$ cat config.mk
export PLATFORM = sky130hd
export DESIGN_NAME = bbox_test_scheduler
export DESIGN_NICKNAME = d
export VERILOG_FILES = /design/src/rtl/bbox_test_scheduler.sv
export SDC_FILE = /design/constraint.sdc
export NUM_CORES = 1
export LEC_CHECK = 0
export CORE_ASPECT_RATIO = 1.5
export CORE_UTILIZATION = 33
export CTS_CLUSTER_DIAMETER = 150
export DETAILED_ROUTE_END_ITERATION = 8
export PLACE_DENSITY = 0.68
export SYNTH_ARGS = -nofsm -noshare
export SYNTH_HDL_FRONTEND = slang
export SYNTH_SLANG_ARGS = --single-unit
export TNS_END_PERCENT = 20
$ cat constraint.sdc
create_clock -name clk -period 7 [get_ports clk]
set_input_delay 2.1 -clock clk [delete_from_list [all_inputs] [get_ports clk]]
set_output_delay 2.1 -clock clk [all_outputs]
set_load 0.05 [all_outputs]
$ cat src/rtl/bbox_test_scheduler.sv
// Round-robin issue scheduler sharing one ray_bbox_intersect pipeline between
// NUM_REQ requesters, with a shadow {req, id} pipeline and a registered response port.
module bbox_test_scheduler #(
    parameter int NUM_REQ  = 4,
    parameter int REQ_W    = 2,
    parameter int ID_W     = 4,
    parameter int PIPE_LAT = 1,
    parameter int DATA_W   = 49
) (
    input  logic                       clk,
    input  logic                       rst_n,
    input  logic [NUM_REQ-1:0]         req_valid,
    input  logic [NUM_REQ*ID_W-1:0]    req_id,
    output logic [NUM_REQ-1:0]         req_ready,
    output logic [REQ_W-1:0]           issue_sel,
    output logic                       pipe_stall,
    input  logic                       pipe_hit,
    input  logic signed [DATA_W-1:0]   pipe_dist,
    output logic                       rsp_valid,
    input  logic                       rsp_ready,
    output logic [REQ_W-1:0]           rsp_req,
    output logic [ID_W-1:0]            rsp_id,
    output logic                       rsp_hit,
    output logic signed [DATA_W-1:0]   rsp_dist,
    output logic                       busy
);

    logic [REQ_W-1:0]    ptr_q;
    logic [REQ_W-1:0]    sel_q;
    logic [REQ_W-1:0]    grant;
    logic                any_valid;
    logic                issue;

    logic [PIPE_LAT-1:0] vld_p;
    logic [REQ_W-1:0]    req_p [PIPE_LAT];
    logic [ID_W-1:0]     id_p  [PIPE_LAT];

    // First valid requester after p, wrapping modulo NUM_REQ; returns p if none.
    function automatic logic [REQ_W-1:0] rr_pick(input logic [NUM_REQ-1:0] v,
                                                 input logic [REQ_W-1:0]   p);
        logic [REQ_W-1:0] cand;
        logic             found;
        rr_pick = p;
        found   = 1'b0;
        for (int k = 1; k <= NUM_REQ; k++) begin
            cand = REQ_W'((int'(p) + k) % NUM_REQ);
            if (!found && v[cand]) begin
                rr_pick = cand;
                found   = 1'b1;
            end
        end
    endfunction

    assign pipe_stall = rsp_valid & ~rsp_ready;
    assign any_valid  = |req_valid;
    assign grant      = rr_pick(req_valid, ptr_q);
    assign issue      = any_valid & ~pipe_stall;
    assign issue_sel  = any_valid ? grant : sel_q;
    assign busy       = (|vld_p) | rsp_valid;

    always_comb begin
        req_ready = '0;
        if (issue) begin
            req_ready[grant] = 1'b1;
        end
    end

    // Control state: arbitration pointer, shadow valids, response register
    always_ff @(posedge clk or negedge rst_n) begin
        if (!rst_n) begin
            ptr_q     <= REQ_W'(NUM_REQ - 1);
            sel_q     <= '0;
            vld_p     <= '0;
            rsp_valid <= 1'b0;
            rsp_req   <= '0;
            rsp_id    <= '0;
            rsp_hit   <= 1'b0;
            rsp_dist  <= '0;
        end else begin
            if (any_valid) begin
                sel_q <= grant;
            end
            if (!pipe_stall) begin
                if (issue) begin
                    ptr_q <= grant;
                end
                vld_p[0] <= issue;
                for (int s = 1; s < PIPE_LAT; s++) begin
                    vld_p[s] <= vld_p[s-1];
                end
                rsp_valid <= vld_p[PIPE_LAT-1];
                if (vld_p[PIPE_LAT-1]) begin
                    rsp_req  <= req_p[PIPE_LAT-1];
                    rsp_id   <= id_p[PIPE_LAT-1];
                    rsp_hit  <= pipe_hit;
                    rsp_dist <= pipe_dist;
                end
            end
        end
    end

    // Shadow data stages: masked by vld_p, so left out of reset
    always_ff @(posedge clk) begin
        if (!pipe_stall) begin
            req_p[0] <= grant;
            id_p[0]  <= req_id[int'(grant)*ID_W +: ID_W];
            for (int s = 1; s < PIPE_LAT; s++) begin
                req_p[s] <= req_p[s-1];
                id_p[s]  <= id_p[s-1];
            end
        end
    end

endmodule

# After elaboration in Yosys (flattened, before gate mapping)
# Memories as Yosys holds them, arrays and structs flattened. A register that Yosys moved wholly into a read port is not among the register bits.
# Cells that the tools add are included.
[classes]
add_sub_neg = 4
n_lt_le_gt_ge = 6
n_shift = 1
mux = 20
bitwise_logic = 5
reduce_logical = 12
[op_table]
columns = ["cell", "n"]
rows = [
  ["16-bit by 5-bit variable part select with 4-bit output", 1],
  ["2-bit by 3-bit < comparator with 1-bit output, second input constant", 5],
  ["2-bit two-way mux", 5],
  ["1-bit two-way mux", 9],
  ["1-bit binary-select mux with 2-bit select", 4],
  ["1-bit zero test", 5],
  ["2-bit by 1-bit adder with 2-bit output, second input constant", 2],
  ["2-bit adder, second input constant", 2],
  ["1-bit logical AND", 4],
  ["4-bit two-way mux", 1],
  ["2-bit AND reduction", 2],
  ["4-bit OR reduction", 1],
  ["1-bit bitwise AND", 2],
  ["1-bit demux with 2-bit select", 1],
  ["2-bit by 1-bit greater-or-equal comparator with 1-bit output, second input constant", 1],
  ["1-bit inverter", 2],
  ["1-bit bitwise OR", 1],
]
[word_totals]
reg_bits = 56
ram_bits = 6
input_bits = 73
out_inout_bits = 65
memories = 2
[mem_list]
columns = ["name", "depth", "word_bits", "read_ports", "rd_ports_with_merged_regs", "wr", "line_no", "rtl"]
rows = [
  ["id_p", 1, 4, 1, 1, 1, "36", "logic [ID_W-1:0] id_p [PIPE_LAT];"],
  ["req_p", 1, 2, 1, 1, 1, "35", "logic [REQ_W-1:0] req_p [PIPE_LAT];"],
]

# Logic depth before layout (Yosys ltp)
# Gate-level depths: netlist (run 1).
[depth]
ltp_word = 18
mapped_depth = 7

# Worst setup path after synthesis (run 1)
# Ideal clock, no wire load.
[synth_timing]
kind = "input-to-output"
from = "in req_valid[0]"
to = "out issue_sel[1]"
arrival_ns = 4.009
required_ns = 4.900
setup_slack_ns = 0.891
path_stages = 5
n_path_buf = 1
path_cell_list = "o21ai_0 a21oi_1 or3_4 buf_4 o21ai_0"
[synth_between]
elab_chain_len = 13
elab_cells_between_ends = 23
[synth_rtl]
columns = ["item", "line_no", "rtl"]
rows = [
  ["start: declaration", "12", "input logic [NUM_REQ-1:0] req_valid,"],
  ["1-bit binary-select mux with 2-bit select", "47", "if (!found && v[cand]) begin"],
  ["1-bit two-way mux (not written as such)", "47", ""],
  ["1-bit two-way mux", "47", ""],
  ["1-bit zero test", "47", ""],
  ["1-bit logical AND", "47", ""],
  ["1-bit two-way mux", "47", ""],
  ["1-bit zero test", "47", ""],
  ["1-bit logical AND", "47", ""],
  ["1-bit two-way mux", "47", ""],
  ["1-bit zero test", "47", ""],
  ["1-bit logical AND", "47", ""],
  ["2-bit two-way mux", "47", ""],
  ["2-bit two-way mux (*)", "n/a", ""],
  ["end: declaration", "15", "output logic [REQ_W-1:0] issue_sel,"],
]
# Mark *: on every way between the ends. The rest lies on a longest branch, timed or not. The select of a mux whose other input is x is not followed.

# Final worst setup path (run 1)
[layout_timing]
from = "in req_valid[1]"
to = "out req_ready[1]"
[layout_between]
elab_chain_len = 17
elab_cells_between_ends = 29
[layout_rtl]
columns = ["item", "line_no", "rtl"]
rows = [
  ["1-bit binary-select mux with 2-bit select", "47", ""],
  ["1-bit two-way mux (not written as such)", "47", ""],
  ["1-bit two-way mux", "47", ""],
  ["1-bit zero test", "47", ""],
  ["1-bit logical AND", "47", ""],
  ["1-bit two-way mux", "47", ""],
  ["1-bit zero test", "47", ""],
  ["1-bit logical AND", "47", ""],
  ["1-bit two-way mux", "47", ""],
  ["1-bit zero test", "47", ""],
  ["1-bit logical AND", "47", ""],
  ["2-bit two-way mux", "47", ""],
  ["2-bit by 3-bit < comparator with 1-bit output (not written as such) / 2-bit by 1-bit greater-or-equal comparator with 1-bit output (equally long branches)", "64", "req_ready[grant] = 1'b1;"],
  ["1-bit logical AND (not written as such)", "64", ""],
  ["1-bit two-way mux (not written as such)", "64", ""],
  ["1-bit demux with 2-bit select", "64", ""],
  ["4-bit two-way mux (*)", "63", "if (issue) begin"],
  ["end: declaration", "14", "output logic [NUM_REQ-1:0] req_ready,"],
]
# Marks and branches as above.

==> results of run 1 <==
==> flip-flops by register name, indices dropped and copies added, names as in the netlist <==
name,cells
rsp_id,4
rsp_dist,49
vld_p,1
sel_q,2
rsp_hit,1
id_p,4
rsp_valid,1
rsp_req,2
ptr_q,2
req_p,2
==> cell type report <==
cell class | instances | area, sq um | share of cell area [%]
Inverter | 4 | 15.0 | 0.335
Clock inverter | 1 | 5.00 | 0.112
Clock buffer | 14 | 284 | 6.33
Multi-Input combinational cell | 111 | 928 | 20.7
Tap cell | 105 | 131 | 2.93
Sequential cell | 68 | 1730 | 38.7
Timing Repair Buffer | 140 | 1390 | 31.0
==> worst max-delay path, cell delays in order <==
cell and delay, ns:
clkdlybuf4s50_1 0.52, or2b_2 0.33, nor2_2 0.13, or3_4 0.22, inv_2 0.11, nor3_1 0.18, clkdlybuf4s50_1 0.83
==> worst min path at each step <==
stage | slack, ns | cells after the start | to
floorplan | 0.46 | 1 | rsp_id[0]$_DFFE_PN0P_
finish | 0.47 | 1 | rsp_id[3]$_DFFE_PN0P_
global route | 0.49 | 1 | rsp_id[3]$_DFFE_PN0P_
CTS | 0.48 | 1 | rsp_id[3]$_DFFE_PN0P_
global placement | 0.46 | 1 | rsp_req[0]$_DFFE_PN0P_
detailed placement | 0.46 | 1 | rsp_id[0]$_DFFE_PN0P_
==> through the flow <==
stage / hold slack [ns] / area, sq um / worst slack (ns)
6_report: 0.475 / 4490 / 0.480
5_1_grt: 0.490 / 4490 / 0.338
4_1_cts: 0.478 / 4490 / 0.480
3_5_place_dp: 0.465 / 4200 / 0.499
3_3_place_gp: 0.461 / 4200 / 0.518
2_1_floorplan: 0.455 / 2730 / 0.891
==> synth_stat cells <==
| master | count | area share [%] |
|---|---|---|
| buf_6 | 1 | 0.41 |
| o21a_1 | 1 | 0.27 |
| inv_1 | 3 | 0.41 |
| nor3_1 | 2 | 0.37 |
| a21oi_1 | 8 | 1.5 |
| nand2b_1 | 2 | 0.46 |
| inv_2 | 1 | 0.14 |
| or2_2 | 2 | 0.46 |
| mux2_2 | 56 | 23 |
| buf_2 | 6 | 1.1 |
| buf_4 | 2 | 0.55 |
| nand2_1 | 20 | 2.7 |
| a32oi_1 | 4 | 1.3 |
| or3_4 | 1 | 0.41 |
| or2b_2 | 1 | 0.32 |
| dfrtp_1 | 60 | 55 |
| edfxtp_1 | 6 | 6.6 |
| a211oi_2 | 1 | 0.46 |
| nor4_1 | 1 | 0.23 |
| nor2_1 | 4 | 0.55 |
| o21ai_0 | 4 | 0.73 |
| or4_1 | 1 | 0.27 |
| nor2_2 | 1 | 0.23 |
| dfstp_2 | 2 | 1.9 |
| or2b_1 | 2 | 0.55 |
==> power breakdown <==
part	leakage, nW	internal, mW	switching [mW]	total [mW]
sequential	0.777	0.513	0.0468	0.560
clock	0.145	0.276	0.147	0.423
combinational	0.905	0.292	0.483	0.775
total	1.83	1.08	0.677	1.76
==> cells by family (layout without fill, tap and decap cells) <==
family	Yosys count	after routing	share of synthesized area, %
multiplexers	56	56	23.1
AND/OR/NAND/NOR	37	37	6.60
buffers and inverters	13	159	2.61
flip-flops	68	68	63.5
AO/OA/AOI/OAI	18	18	4.21
==> layer usage <==
metal	wire [microns]	GRT usage, %
met1	2450	17.3
met2	3160	25.2
met3	326	3.84
met5	0	0
met4	137	8.21
==> layout by cell type (no fill, tap or decap) <==
master           instances
a211oi_2                 1
a21oi_1                  8
a32oi_1                  4
buf_2                    1
buf_4                    3
clkbuf_1                 1
clkbuf_16                9
clkbuf_8                 4
clkdlybuf4s50_1        136
clkinv_2                 1
dfrtp_1                 60
dfstp_2                  2
edfxtp_1                 6
inv_1                    3
inv_2                    1
mux2_2                  56
nand2_1                 19
nand2_2                  1
nand2b_1                 2
nor2_1                   4
nor2_2                   1
nor3_1                   2
nor4_1                   1
o21a_1                   1
o21ai_0                  4
or2_2                    2
or2b_1                   2
or2b_2                   1
or3_4                    1
or4_1                    1
==> results.md, run 1 <==
* Vias per cell at 4.58
* Kind of critical path: primary input to primary output
* IO Port Bufs at 137
* Post-Route WL at 6070 microns
* Avg Cell Area, Syn at 14.2 sq um
* DP HPWL at 4470 microns
* R2R Setup Slk at 4.86 ns
* Row count at 40
* Netlist Area Pre-Place at 2730 sq um
* Die area at 8650 sq um
* Tmin final at 6.52 ns
* CTS Buf Count at 9
* Crit path to: req_ready[1]
* Detail Route Antenna Nets at 0
* Core area at 8010 sq um
* Sequential area share after synthesis at 63.5%
* Clock buffer depth at 2
* Tcrit/Tclk final at 93.1%
* Post-CTS Repair Setup Buffers at 0
* Clock sinks at 68
* Syn_nets at 265
* Ant. Diodes at 0
* 1st-iter DRT viols at 54
* Max_cap viols at 0
* R2R depth at 4
* Vias in the first global route at 2021
* Peak VDD IR at 0.256 mV
* H-tree levels at 3
* Cell leakage power at 1.83 nW
* Layout Area Growth over Synthesis at 64.3%
* 1st-pass router iterations at 4
* Worst-path clk slew at 0.05 ns
* Placed Instances at 428
* Root Buffer: clkbuf_16
* Status: complete, no violations
* Critical path peak fanout at 13
* Layout cell share with drive strength beyond 1 at 24.9%
* Req. time, crit path at 4.90 ns
* CTS tree: built
* DR DRC count at 0
* Synth Register Bits at 68
* GRT Util Overall at 14.9%
* Clock Skews at 0.00519 ns
* Fillers at 708
* RSZ-0062 raised after global routing: no
* Largest net degree at the start of global routing at 63
* Fmax at 153 MHz
* GRT overflow at 0
* Hold_buf cts at 0
* Setup TNS at 0 ns
* Utilization after layout at 56.0%
* Worst setup path start: req_valid[1]
* Reg2Reg Launch Point: rsp_valid$_DFFE_PN0N_
* Chip Width at 76.3 microns
* Initial Util at 34.1%
* # setup viols final at 0
* Hold Fails Final Rpt at 0
* Worst-Margin Slew at 0.769 ns
* Tot Pwr at 1.76 mW
* PwrDens at 392 nW/um^2
* HP Class: flop to flop
* Via total after detailed routing at 2030
* Non-filler instance count after layout at 443
* Initial antenna violation count at 0
* First-pass GRT wire length at 9960 microns
* Die Height at 113 microns
* Wire per inst at 13.7 microns
* YS warnings at 0
* Critical R2R Capture: rsp_dist[32]$_DFFE_PN0P_
* Slew Viols, Final at 0
* Resized cells post-CTS at 0
* Hold Startpoint: id_p[0][3]$_DFFE_PN_
* Final net count at 407
* Clock latency on the worst-skew pair at 0.32 ns
* Critical Path Sink Type: primary output
* Slew margin rel. at 48.7%
* Gate Count Post-Synth at 192
* Critical Path Source Type: primary input
* Critical path arrival at 4.42 ns
* Total I/O pin count at 138
* Routability cong. at 0.785
* Synth unique cells at 25
No activity file was read; power rests on OpenSTA's default activity.
==> run 2: changes to the inputs <==
--- a/config.mk
+++ b/config.mk
@@ -9,6 +9,8 @@
 export CORE_UTILIZATION = 33
 export CTS_CLUSTER_DIAMETER = 150
 export DETAILED_ROUTE_END_ITERATION = 8
+export GPL_TIMING_DRIVEN = 0
+export HOLD_SLACK_MARGIN = 0.02
 export PLACE_DENSITY = 0.68
 export SYNTH_ARGS = -nofsm -noshare
 export SYNTH_HDL_FRONTEND = slang
==> run 2 against run 1 <==
  * Clock-buffer cell count is 2 lower
  * Clock power is 6.1% higher
  * Sequential share of layout area is 0.56 points lower
  * Fmax is 2.3% lower
  * Worst setup slack worse by 0.15 ns
  * Critical endpoint is now issue_sel[1]
  * Largest cell class unchanged
==> results.md, run 2 (synthesis gave the netlist of run 1 again) <==
* Worst path cell trace: clkdlybuf4s50_1, o21ai_0, a21oi_1, or3_4, buf_4, o21ai_0, clkdlybuf4s50_1
* GRT Util Overall at 15.4%
* Setup TNS at 0 ns
* Vias in the first global route at 2089
* Die area at 8650 sq um
* Seq pwr share at 31.1%
* Worst setup slack after layout at 0.328 ns
* Utilization after layout at 56.9%
* 1st-iter DRT viols at 55
* Ant. Diodes at 0
* Non-filler instance count after layout at 451
* Largest net degree at the start of global routing at 35
* Switching part of the total power at 38.3%
* HP Class: flop to flop
* Peak VDD IR at 0.191 mV
* Area of the multi-input gates at 926 sq um
* Req. time, crit path at 4.90 ns
* Most common cell after layout, fill and taps aside: clkdlybuf4s50_1
* # setup viols final at 0
* Fillers at 703
* RSZ-0062 raised after global routing: no
* Placed Instances at 435
* Tcrit/Tclk final at 95.3%
* Slew Viols, Final at 0
* Core area at 8010 sq um
* Initial Util at 34.1%
* First-pass GRT wire length at 10200 microns
* Critical Path Source Type: primary input
* Tmin final at 6.67 ns
* Most frequent cells in the layout: clkdlybuf4s50_1 (136), dfrtp_1 (60), mux2_2 (56)
* Reg area at 1730 sq um
* Critical path peak fanout at 10
* IO Port Bufs at 137
* Crit-path max cell delay at 0.86 ns
* Root Buffer: clkbuf_16
* Vias per cell at 4.47
* CTS tree: built
* Post-Route WL at 6150 microns
* Largest regs: rsp_dist (49), id_p (4), rsp_id (4)
* PwrDens at 395 nW/um^2
* Critical path arrival at 4.57 ns
* Register bank with the most flops: rsp_dist
* Resized cells post-CTS at 0
* Cell leakage power at 1.86 nW
* Max reg flops at 49
* Hold Fails Final Rpt at 0
* Clock latency on the worst-skew pair at 0.32 ns
* Detail Route Antenna Nets at 0
* Slowest-stage cell, CP: clkdlybuf4s50_1
* Initial antenna violation count at 0
* Layout cell share with drive strength beyond 1 at 26.3%
* CTS Buf Count at 9
* Chip Width at 76.3 microns
* Max_cap viols at 0
* GRT overflow at 0
* Die Height at 113 microns
* Clock sinks at 68
* Final net count at 414
* Hold_buf cts at 0
* Int Power at 1.11 mW
* Clock Skews at 0.00823 ns
* Tot Pwr at 1.80 mW
* Worst-path clk slew at 0.05 ns
* Via total after detailed routing at 2016
* Kind of critical path: primary input to primary output
* Dpl ws at 0.366 ns
* 1st-pass router iterations at 4
* WP buf/inv at 3
* Row count at 40
* Critical Path Sink Type: primary output
* Worst-Margin Slew at 0.654 ns
* Clock buffer depth at 2
* Total I/O pin count at 138
* H-tree levels at 3
* Slew margin rel. at 56.4%
* Fmax at 150 MHz
* DR DRC count at 0
* Combinational Power Share at 44.0%
* Wire per inst at 13.6 microns
* DP HPWL at 4720 microns
* Layout Area Growth over Synthesis at 66.7%
* Top delay family on crit path: buffers and inverters
* Clk pwr share at 24.9%
* Status: complete, no violations
* P_sw at 0.689 mW
* Routability cong. at 0.754
* Post-CTS Repair Setup Buffers at 0
==> run 2: final cells by class <==
type | instances | share of cell area, %
Sequential cell | 68 | 38.1
Buffer | 9 | 1.24
Inverter | 4 | 0.330
Clock buffer | 12 | 5.63
Multi-Input combinational cell | 111 | 20.3
Clock inverter | 4 | 1.04
Timing Repair Buffer | 138 | 30.4
Tap cell | 105 | 2.89
==> run 2: final timing paths <==
path,startpoint,end,slack [ns],depth (start not counted)
worst max-delay path,req_valid[0],issue_sel[1],0.33,7
worst min-delay path,id_p[0][2]$_DFFE_PN_,rsp_id[2]$_DFFE_PN0P_,0.48,1
worst max register to register,ptr_q[0]$_DFFE_PN1P_,id_p[0][1]$_DFFE_PN_,5.19,7
worst min register to register,id_p[0][2]$_DFFE_PN_,rsp_id[2]$_DFFE_PN0P_,0.48,1
max in group asynchronous,rst_n,ptr_q[0]$_DFFE_PN1P_,4.52,2
min in group asynchronous,rst_n,rsp_dist[19]$_DFFE_PN0P_,1.80,1
==> run 2: per-stage QoR <==
step / hold slack (ns) / cell area, sq um
after CTS: 0.480 / 4550
after global placement: 0.460 / 4230
after floorplan: 0.455 / 2730
final: 0.475 / 4550
after global routing: 0.502 / 4550
after detailed placement: 0.465 / 4250
==> run 2: per-layer routing <==
layer	GRT usage, %	wire [microns]	vias up
met5	0	0	-
met4	7.31	98	0
met2	25.6	3220	79
met3	3.76	312	9
li1	-	-	972
met1	18.6	2520	956
==> run 2: power by group through the flow <==
stage                     Clock, mW  Sequential [mW]  Combinational [mW]
after floorplan                   0            0.844               0.234
after global placement            0            0.563               0.788
after detailed placement          0            0.568               0.797
after CTS                     0.465            0.561               0.798
after global routing          0.485            0.574               0.829
final                         0.449            0.559               0.791
